<file path="config.mk">
export PLATFORM = sky130hd
export DESIGN_NAME = coin_input_conditioner
export DESIGN_NICKNAME = d
export VERILOG_FILES = /design/src/rtl/coin_pkg.sv /design/src/rtl/debounce_channel.sv /design/src/rtl/coin_input_conditioner.sv
export SDC_FILE = /design/constraint.sdc
export NUM_CORES = 1
export LEC_CHECK = 0
export CORE_ASPECT_RATIO = 0.9
export CORE_MARGIN = 10
export CORE_UTILIZATION = 64
export CTS_CLUSTER_SIZE = 10
export DETAILED_ROUTE_END_ITERATION = 8
export PLACE_DENSITY = 0.86
export SETUP_SLACK_MARGIN = 0.2
export SLEW_MARGIN = 20
export SYNTH_ARGS = -nofsm -noshare
export SYNTH_HDL_FRONTEND = slang
export SYNTH_SLANG_ARGS = --single-unit
</file>
<file path="constraint.sdc">
create_clock -name clk -period 4.6 [get_ports clk]
set_input_delay 0.92 -clock clk [delete_from_list [all_inputs] [get_ports clk]]
set_output_delay 0.92 -clock clk [all_outputs]
set_load 0.03 [all_outputs]
</file>
<file path="src/rtl/coin_pkg.sv">
// coin_pkg: shared debounce state encoding and default debounce length for the coin input conditioner
package coin_pkg;
  typedef enum logic [1:0] {IDLE, PRESS_WAIT, HELD, RELEASE_WAIT} deb_state_t;
  localparam int DEBOUNCE_DEFAULT = 500000;
endpackage

</file>
<file path="src/rtl/debounce_channel.sv">
// debounce_channel: two-flop synchroniser plus press/release debounce FSM for one active-low key
module debounce_channel
  import coin_pkg::*;
#(
  parameter int DEBOUNCE_CYCLES = DEBOUNCE_DEFAULT
) (
  input  logic clk,
  input  logic reset,
  input  logic raw_n,
  output logic held,
  output logic accept
);
  localparam int CNT_W = $clog2(DEBOUNCE_CYCLES + 1);
  localparam logic [CNT_W-1:0] LAST = CNT_W'(DEBOUNCE_CYCLES - 1);
  logic s1_q, s2_q, p;
  deb_state_t state_q, state_d;
  logic [CNT_W-1:0] cnt_q, cnt_d;
  assign p = ~s2_q;
  always_ff @(posedge clk) begin
    if (!reset) begin
      s1_q <= 1'b1;
      s2_q <= 1'b1;
      state_q <= IDLE;
      cnt_q <= '0;
    end else begin
      s1_q <= raw_n;
      s2_q <= s1_q;
      state_q <= state_d;
      cnt_q <= cnt_d;
    end
  end
  // counter only runs in the two wait states and stops at LAST, so it never wraps
  always_comb begin
    state_d = state_q;
    cnt_d = '0;
    case (state_q)
      IDLE: if (p) begin
        state_d = PRESS_WAIT;
        cnt_d = CNT_W'(1);
      end
      PRESS_WAIT:
        if (!p) state_d = IDLE;
        else if (cnt_q == LAST) state_d = HELD;
        else cnt_d = cnt_q + CNT_W'(1);
      HELD: if (!p) begin
        state_d = RELEASE_WAIT;
        cnt_d = CNT_W'(1);
      end
      RELEASE_WAIT:
        if (p) state_d = HELD;
        else if (cnt_q == LAST) state_d = IDLE;
        else cnt_d = cnt_q + CNT_W'(1);
      default: state_d = IDLE;
    endcase
  end
  always_comb begin
    held = (state_q == HELD) || (state_q == RELEASE_WAIT);
    accept = (state_q == PRESS_WAIT) && p && (cnt_q == LAST);
  end
endmodule

</file>
<file path="src/rtl/coin_input_conditioner.sv">
// coin_input_conditioner: turns two bouncing active-low coin keys into clean, mutually exclusive one-cycle pulses.
// Define COIN_CONDITIONER_LOCKOUT_EN to discard accepts for DEBOUNCE_CYCLES cycles after any coin pulse.
module coin_input_conditioner
  import coin_pkg::*;
#(
  parameter int DEBOUNCE_CYCLES = DEBOUNCE_DEFAULT
) (
  input  logic clk,
  input  logic reset,
  input  logic key_100_n,
  input  logic key_500_n,
  output logic coin_100,
  output logic coin_500,
  output logic held_100,
  output logic held_500
);
  logic acc_100, acc_500, locked;
  logic coin_100_q, coin_100_d, coin_500_q, coin_500_d, pend_q, pend_d;
  debounce_channel #(.DEBOUNCE_CYCLES(DEBOUNCE_CYCLES)) u_ch_100 (
    .clk(clk), .reset(reset), .raw_n(key_100_n), .held(held_100), .accept(acc_100)
  );
  debounce_channel #(.DEBOUNCE_CYCLES(DEBOUNCE_CYCLES)) u_ch_500 (
    .clk(clk), .reset(reset), .raw_n(key_500_n), .held(held_500), .accept(acc_500)
  );
`ifdef COIN_CONDITIONER_LOCKOUT_EN
  localparam int CNT_W = $clog2(DEBOUNCE_CYCLES + 1);
  logic [CNT_W-1:0] lock_q, lock_d;
  assign locked = lock_q != '0;
  always_comb lock_d = (coin_100_d || coin_500_d) ? CNT_W'(DEBOUNCE_CYCLES) : locked ? lock_q - CNT_W'(1) : lock_q;
  always_ff @(posedge clk) begin
    if (!reset) lock_q <= '0;
    else lock_q <= lock_d;
  end
`else
  assign locked = 1'b0;
`endif
  // 500 wins a tie; the deferred 100 is replayed next cycle and ignores lockout
  always_comb begin
    coin_500_d = acc_500 & ~locked;
    coin_100_d = pend_q | (acc_100 & ~acc_500 & ~locked);
    pend_d = acc_100 & acc_500 & ~locked;
  end
  always_ff @(posedge clk) begin
    if (!reset) begin
      coin_100_q <= 1'b0;
      coin_500_q <= 1'b0;
      pend_q <= 1'b0;
    end else begin
      coin_100_q <= coin_100_d;
      coin_500_q <= coin_500_d;
      pend_q <= pend_d;
    end
  end
  assign coin_100 = coin_100_q;
  assign coin_500 = coin_500_q;
endmodule

</file>
==> flow_summary.yaml, run 1 <==
status:
  status: "finished clean"
logic_synthesis:
  synth-warning-count: 0
  syn_nets: 254
  synth_ff_type: "dfxtp_1"
  ys_ff_latch: 49
  synth_edf_count: 0
  synthTopCellsByArea: "dfxtp_1 (45%), xnor2_1 (11%), nor2_1 (7.0%)"
  synth_area_sq_mm: 0.00219
  synthesis.instances: 248
  synth_top_area_share: 0.449
  yosysTopAreaCell: "dfxtp_1"
  seq_area_frac_synth: 0.449
  synth.most_common_cell: "dfxtp_1"
  avgSynthCellArea_sq_um: 8.81
  synthArstFlopShare: 0
  synth_cell_types: 36
  synth_commonest_cells: "dfxtp_1 (49), nor2_1 (41), xnor2_1 (27), nand3_1 (18), nor3_1 (13)"
timing:
  hold_violations: 0
  relSlewSlack: 0.546
  rsz0062_at_grt: "no"
  finalCriticalPeriod_ps: 2300
  timing.setup.tns_ps: 0
  slew_viol_final: 0
  setup_violations: 0
  clock_skew_ps: 3.18
  fin_crit_sh: 0.501
  max_freq_mhz: 434
  worst_pin_slew_ps: 681
clocking:
  cts_tree: "done"
  cts_hold_buffers: 0
  clkSinkCount: 49
  cts_buffers: 5
  cts.repair.resized: 0
  htree_levels: 2
  clock_latency_ps: 290
  cts_root_buf: "clkbuf_8"
  clk_pin_slew_ps: 80
  cts_buffer_depth: 2
  cts_setup_buffers: 0
power_and_ir_drop:
  p_leak_uw: 0.000671
  netSwitchingFraction: 0.195
  power_per_cell_area_mw_per_mm2: 290
  clkPwrFrac: 0.361
  seq_power_share: 0.626
  power_switching_uw: 134
  power.internal_uw: 551
  p_comb_frac: 0.013
  ir_worst_vdd_mv: 0.185
placed_design:
  dpl.cell_count: 291
  dp.final_hpwl_um: 2830
  gp_congestion: 0.814
  port_buffers: 7
critical_path:
  critical_path_class: "reg2out"
  reg2reg_from: "u_ch_100.cnt_q[5]$_SDFF_PN0_"
  crit_fanout: 4
  slowest_delay_ps: 700
  r2r_cells: 4
  crit_chain: "clkdlybuf4s50_1"
  endpoint_kind: "primary output"
  cp.depth: 1
  required_ps: 3680
  start_kind: "flop"
  crit_path_end: "held_500"
  reg2reg_slack_ps: 2460
  arrival_ps: 1380
  critical_path.top_delay_family: "buffers and inverters"
  worst_path_max_delay_cell: "clkdlybuf4s50_1"
  timing.critical_path.buf_inv: 1
  reg2reg_to: "u_ch_100.cnt_q[13]$_SDFF_PN0_"
global_route:
  globalRouteOverflowTotal: 0
  grt_pass1_wl_um: 6860
  grt_pass1_vias: 1560
  antenna_found_initial: 0
  grt_max_degree: 18
  grtUsageTotal: 0.140
route:
  antenna_left: 0
  drt-total-wl_um: 3920
  wl_per_cell_um: 13.2
  firstDrtPassIters: 4
  drtIter0Drc: 144
  drc_errors: 0
  vias: 1708
  avgViaCountPerCell: 5.73
final_layout:
  fin_cells: 298
  regArea_sq_um: 981
  diodes: 0
  nFillCells: 252
  multi_input_area_sq_mm: 0.00113
  syn2layout_area_growth_pct: 8.07
  drive_gt1_frac: 0.0551
  nets: 260
run:
  drv_cap: 0
die:
  core_area_sq_mm: 0.00333
  io_pins: 8
  fp.dieW_um: 81.6
  start_util: 0.657
  rows: 20
  die-area_sq_mm: 0.00616
  die_h_um: 75.4
hold_path:
  hp-class: "reg2reg"
## per-layer routing
| metal | wire length [um] | vias to the layer above | GRT usage |
|---|---|---|---|
| met2 | 1830 | 38 | 0.227 |
| li1 | - | 872 | - |
| met3 | 191 | 4 | 0.0377 |
| met4 | 38 | 0 | 0.0396 |
| met1 | 1860 | 794 | 0.180 |
| met5 | 0 | - | 0 |
## placed cells by master (no fill, tap or decap)
master / instances
or3_1: 1
dfxtp_1: 49
nor4bb_1: 1
xor2_1: 5
o21bai_1: 1
a31o_2: 1
clkdlybuf4s50_1: 7
or4b_2: 1
mux2i_1: 4
a21o_1: 1
inv_1: 11
nor4_1: 12
and3_1: 6
nor4_2: 1
nor3_2: 1
o31ai_1: 1
nand4_2: 1
xnor2_1: 27
nor3_1: 13
o211a_1: 1
nor2_1: 41
nand3_1: 18
and4_1: 2
or4_4: 1
nand2_1: 11
nor4b_1: 2
ha_1: 2
a21oi_1: 3
or4b_1: 1
o21ai_2: 1
o21ai_4: 1
clkbuf_1: 1
clkbuf_8: 6
nand2b_1: 6
o221ai_1: 1
nand4_1: 12
## sequential cells by signal, indices dropped and copies added (netlist names), named ones only
signal,cells
coin_100,1
coin_500,1
pend_q,1
u_ch_100.cnt_q,19
u_ch_100.s1_q,1
u_ch_100.s2_q,1
u_ch_100.state_q,1
u_ch_500.cnt_q,19
u_ch_500.s1_q,1
u_ch_500.s2_q,1
u_ch_500.state_q,1
## power by group through the flow
| stage | sequential (uW) | combinational (uW) | clock (uW) |
|---|---|---|---|
| floorplan | 438 | 5.45 | 0 |
| global placement | 438 | 8.73 | 0 |
| detailed placement | 438 | 9.16 | 0 |
| CTS | 428 | 9.21 | 252 |
| global route | 429 | 10.4 | 267 |
| finish | 428 | 9.10 | 247 |
## how the worst min path moves through the flow
| stage | start | endpoint | slack [ps] | cells past startpoint |
|---|---|---|---|---|
| 2_1_floorplan | u_ch_100.s1_q$_SDFF_PN1_ | u_ch_100.s2_q$_SDFF_PN1_ | 390 | 1 |
| 4_1_cts | u_ch_100.s1_q$_SDFF_PN1_ | u_ch_100.s2_q$_SDFF_PN1_ | 420 | 1 |
| 3_5_place_dp | u_ch_500.s1_q$_SDFF_PN1_ | u_ch_500.s2_q$_SDFF_PN1_ | 400 | 1 |
| 6_report | u_ch_500.s1_q$_SDFF_PN1_ | u_ch_500.s2_q$_SDFF_PN1_ | 420 | 1 |
| 3_3_place_gp | u_ch_100.s1_q$_SDFF_PN1_ | u_ch_100.s2_q$_SDFF_PN1_ | 390 | 1 |
| 5_1_grt | u_ch_100.s1_q$_SDFF_PN1_ | u_ch_100.s2_q$_SDFF_PN1_ | 430 | 1 |
## cell type report
type,instances,area share
multi-input cells,180,0.478
flip-flops and latches,49,0.415
clock buffers,7,0.0365
repair buffers,7,0.0297
well taps,44,0.0233
inverters,11,0.0175
## stage by stage
step	total power, uW	hold WS [ps]	setup WS [ps]	util	area [sq um]
2_1_floorplan	443	386	2690	-	2190
3_3_place_gp	447	392	1890	0.683	2270
3_5_place_dp	447	403	1800	0.683	2270
4_1_cts	689	423	2120	0.709	2360
5_1_grt	706	435	2250	0.710	2360
6_report	684	420	2300	0.710	2360
## cells by family after synthesis
group,after synthesis,share of synthesized area
xor+xnor,32,0.128
flops,49,0.449
compound gates,11,0.0395
mux,4,0.0183
fa+ha+maj,2,0.0114
simple gates,131,0.317
buf+inv,19,0.0366
No activity file was read; power rests on OpenSTA's default activity.
==> run 2: changes to the inputs <==
- CORE_UTILIZATION: 64 -> 54
- PLACE_DENSITY: 0.86 -> 0.78
- clock period: 4.6 -> 2 ns (I/O delays scaled with it)
==> run 2 against run 1 <==
  * Count of clock-buffer cells in the layout unchanged
  * Flip-flop and latch count unchanged
  * Global-route usage shrank 0.91 points
  * Power grew to 2.5 times the previous value
  * Register-to-register slack worse by 2300 ps
  * Critical path depth rose by 3
  * Clock power increased to 2.9 times the previous value
  * Core utilization down 3.6 points
  * Combinational power grew to 2.7 times the previous value
  * Wire length grew 8.5%
  * Setup slack worse by 2100 ps
  * Largest cell class unchanged
  * Largest power group unchanged
  * Highest routed layer unchanged
==> flow_summary.yaml, run 2 (synthesis gave the netlist of run 1 again) <==
die:
  die-area_sq_mm: 0.00700
  core_area_sq_mm: 0.00381
  start_util: 0.574
  die_h_um: 80.4
  rows: 21
  fp.dieW_um: 87.1
  io_pins: 8
placed_design:
  port_buffers: 7
  placed_cell_area_sq_mm: 0.00240
  dp.final_hpwl_um: 3110
  gp_congestion: 0.865
critical_path:
  reg2reg_from: "u_ch_100.cnt_q[12]$_SDFF_PN0_"
  arrival_ps: 2090
  reg2reg_to: "pend_q$_SDFF_PN0_"
  critical_path_class: "reg2reg"
  endpoint_kind: "flop"
  crit_fanout: 5
  r2r_cells: 4
  reg2reg_slack_ps: 150
  required_ps: 2250
  start_kind: "flop"
route:
  drc_errors: 0
  vias: 1789
  wl_per_cell_um: 13.3
  drt-total-wl_um: 4260
  drtIter0Drc: 147
  firstDrtPassIters: 4
  antenna_left: 0
  avgViaCountPerCell: 5.61
status:
  status: "finished clean"
final_layout:
  diodes: 0
  layout_common_cells: "dfxtp_1 (45), nor2_1 (41), xnor2_1 (27)"
  final_area_sq_mm: 0.00257
  reg.largest.list: "u_ch_100.cnt_q x19, u_ch_500.cnt_q x19"
  mostFrequentLayoutCell: "dfxtp_1"
  syn2layout_area_growth_pct: 17.5
  nets: 278
  drive_gt1_frac: 0.147
global_route:
  globalRouteOverflowTotal: 0
  grt_pass1_wl_um: 7570
  grt_max_degree: 18
  grtUsageTotal: 0.131
  grt_pass1_vias: 1722
  antenna_found_initial: 0
power_and_ir_drop:
  power_per_cell_area_mw_per_mm2: 674
  power.internal_uw: 1400
  netSwitchingFraction: 0.189
  p_leak_uw: 0.000803
  p_comb_frac: 0.014
  seq_power_share: 0.570
  report.power.total_uw: 1730
  power_switching_uw: 327
  clkPwrFrac: 0.416
  ir_worst_vdd_mv: 0.644
timing:
  finalCriticalPeriod_ps: 1850
  slew_viol_final: 0
  setup_violations: 0
  worst_pin_slew_ps: 576
  relSlewSlack: 0.612
  clock_skew_ps: 10.7
  hold_violations: 0
  rsz0062_at_grt: "yes"
  whs_ps: 422
  timing.setup.tns_ps: 0
  fin_crit_sh: 0.923
  max_freq_mhz: 542
hold_path:
  hp-class: "reg2reg"
  min_path_cells: 1
  holdPathEnd: "u_ch_500.s2_q$_SDFF_PN1_"
  hp-start: "u_ch_500.s1_q$_SDFF_PN1_"
clocking:
  cts_buffer_depth: 2
  htree_levels: 2
  cts_buffers: 5
  cts_tree: "done"
  clkSinkCount: 49
  cts_root_buf: "clkbuf_8"
  clk_pin_slew_ps: 80
  clock_latency_ps: 300
  cts_hold_buffers: 0
run:
  drv_cap: 0
run 2: cell types whose count changed in the layout (fill, tap and decap cells not counted), moves of 2 or more:
cell,previous run,this run
dfxtp_2,0,4
buf_4,0,17
dlygate4sd2_1,0,2
clkdlybuf4s50_1,7,5
dfxtp_1,49,45
run 2: layer usage:
layer / GRT usage / up-vias / share of wire
met5: 0 / - / 0
met4: 0.0421 / 0 / 0.0035
met3: 0.0484 / 2 / 0.046
met2: 0.201 / 29 / 0.45
met1: 0.167 / 845 / 0.50
li1: - / 913 / -
run 2: cell type report:
class / count / area [sq um]
inverter: 11 / 41.3
clock buffer: 7 / 86.3
tap: 46 / 57.6
sequential: 49 / 986
multi-input combinational: 180 / 1150
timing repair buffer: 25 / 215
clock inverter: 1 / 30.0
fill: 294 / 1240
run 2: how the worst max path moves through the flow:
stage                                       start                             to  slack (ps)  cells after the start
global placement    u_ch_100.cnt_q[10]$_SDFF_PN0_              pend_q$_SDFF_PN0_         180                      4
finish              u_ch_100.cnt_q[12]$_SDFF_PN0_              pend_q$_SDFF_PN0_         150                      4
CTS                 u_ch_100.cnt_q[12]$_SDFF_PN0_              pend_q$_SDFF_PN0_         140                      4
floorplan           u_ch_100.cnt_q[10]$_SDFF_PN0_  u_ch_100.cnt_q[12]$_SDFF_PN0_         200                      5
detailed placement  u_ch_100.cnt_q[10]$_SDFF_PN0_                           flop         110                      4
global route        u_ch_100.cnt_q[12]$_SDFF_PN0_                           flop         100                      4
run 2: worst max-delay path, stage by stage, from the launching register on:
cell,delay (ps)
dfxtp_2,330
or4b_1,510
or4_4,490
nor4_2,270
and4_1,200
run 2: per-stage QoR:
stage	util	setup WS [ps]	cells
6_report	0.674	154	319
5_1_grt	0.674	98.6	319
4_1_cts	0.668	142	318
3_5_place_dp	0.630	113	308
3_3_place_gp	0.630	182	308
2_1_floorplan	-	204	248
run 2: power groups by stage:
stage | clock (uW) | combinational [uW] | sequential, uW
after global routing | 778 | 27.9 | 986
after detailed placement | 0 | 24.2 | 1010
final | 719 | 24.6 | 985
after global placement | 0 | 24.0 | 1010
after CTS | 734 | 24.7 | 985
after floorplan | 0 | 12.5 | 1010
run 2: repair_timing:
item                       CTS  global route
pin swaps                    1             0
buffers inserted             2             1
setup endpoints to repair   22            25
gates resized for setup      7             3
==> run 3: changes to the inputs <==
- CORE_MARGIN: 10 -> 2
- SKIP_CTS_REPAIR_TIMING: default -> 1
==> run 3 against run 2 <==
  * First-iteration DRC count decreased by 45%
  * Core utilization about the same
  * Design area barely moved
  * Largest cell class unchanged
==> flow_summary.yaml, run 3 (synthesis gave the netlist of run 1 again) <==
status:
  status: "finished clean"
clocking:
  cts_buffers: 5
  cts_buffer_depth: 2
  cts_root_buf: "clkbuf_8"
  clock_latency_ps: 300
  htree_levels: 2
  clk_pin_slew_ps: 90
  clkSinkCount: 49
  cts_tree: "done"
critical_path:
  required_ps: 2250
  endpoint_kind: "flop"
  critical_path_class: "reg2reg"
  arrival_ps: 2070
  crit_fanout: 5
  start_kind: "flop"
global_route:
  grt_max_degree: 18
  grtUsageTotal: 0.206
  grt_pass1_wl_um: 7470
  grt_pass1_vias: 1673
  globalRouteOverflowTotal: 0
  antenna_found_initial: 0
final_layout:
  mostFrequentLayoutCell: "dfxtp_1"
  drive_gt1_frac: 0.144
  diodes: 0
  reg.largest.list: "u_ch_100.cnt_q x19, u_ch_500.cnt_q x19"
  syn2layout_area_growth_pct: 17.4
  layout_common_cells: "dfxtp_1 (45), nor2_1 (41), xnor2_1 (27)"
  final_area_sq_mm: 0.00257
  fin_util: 0.674
  nets: 277
timing:
  max_freq_mhz: 547
  worst_pin_slew_ps: 531
  setup_violations: 0
  clock_skew_ps: 9.99
  rsz0062_at_grt: "yes"
  slew_viol_final: 0
  fin_crit_sh: 0.914
  hold_violations: 0
  timing.setup.tns_ps: 0
  finalCriticalPeriod_ps: 1830
  relSlewSlack: 0.643
placed_design:
  placed_cell_area_sq_mm: 0.00240
  dp.final_hpwl_um: 3070
  port_buffers: 7
  gp_congestion: 0.957
route:
  drc_errors: 0
  drtIter0Drc: 81
  avgViaCountPerCell: 5.65
  vias: 1791
  drt-total-wl_um: 4230
  firstDrtPassIters: 4
  antenna_left: 0
  wl_per_cell_um: 13.3
die:
  fp.dieW_um: 71.1
  die_h_um: 64.4
  io_pins: 8
  start_util: 0.574
  core_area_sq_mm: 0.00381
  rows: 21
  die-area_sq_mm: 0.00457
power_and_ir_drop:
  p_leak_uw: 0.000838
  seq_power_share: 0.584
  report.power.total_uw: 1680
  clkPwrFrac: 0.401
  p_comb_frac: 0.015
  ir_worst_vdd_mv: 0.439
  netSwitchingFraction: 0.194
  power_per_cell_area_mw_per_mm2: 656
  power.internal_uw: 1360
  power_switching_uw: 327
run:
  drv_cap: 0
hold_path:
  hp-class: "reg2reg"
run 3: path summary, 6_finish.rpt:
path	from	endpoint	slack, ps	cells past startpoint
min	u_ch_500.s1_q$_SDFF_PN1_	u_ch_500.s2_q$_SDFF_PN1_	420	1
min reg2reg	u_ch_500.s1_q$_SDFF_PN1_	u_ch_500.s2_q$_SDFF_PN1_	420	1
max reg2reg	u_ch_100.cnt_q[10]$_SDFF_PN0_	pend_q$_SDFF_PN0_	170	4
max	u_ch_100.cnt_q[10]$_SDFF_PN0_	pend_q$_SDFF_PN0_	170	4
run 3: routing by layer:
layer  vias to the layer above  part of all wire  GRT usage
met5                         -                 0          0
met4                         0             0.020     0.0991
li1                        905                 -          -
met1                       843              0.51      0.276
met2                        34              0.43      0.311
met3                         9             0.040     0.0489
run 3: through the flow:
stage | setup WS, ps | instances | hold slack (ps)
after global routing | 124 | 317 | 432
final | 172 | 317 | 420
after global placement | 183 | 308 | 392
after floorplan | 204 | 248 | 386
after detailed placement | 143 | 308 | 396
after CTS | 141 | 315 | 424
run 3: worst max-delay path, stage by stage, from the launching register on:
cell and delay [ps]:
dfxtp_4 350, or4b_1 490, or4_4 500, nor4_4 250, and4_1 190
run 3: layout make-up:
cell class | instances | area, sq um
inverters | 11 | 41.3
clock inverters | 2 | 35.0
fillers | 317 | 1240
flip-flops and latches | 49 | 988
repair buffers | 24 | 215
well taps | 46 | 57.6
multi-input cells | 180 | 1160
clock buffers | 5 | 68.8
run 3: power by group through the flow:
stage | Sequential (uW) | Combinational [uW] | Clock [uW]
floorplan | 1010 | 12.5 | 0
global placement | 1010 | 25.1 | 0
detailed placement | 1010 | 25.9 | 0
CTS | 985 | 26.2 | 686
global route | 984 | 29.4 | 723
finish | 984 | 26.1 | 675
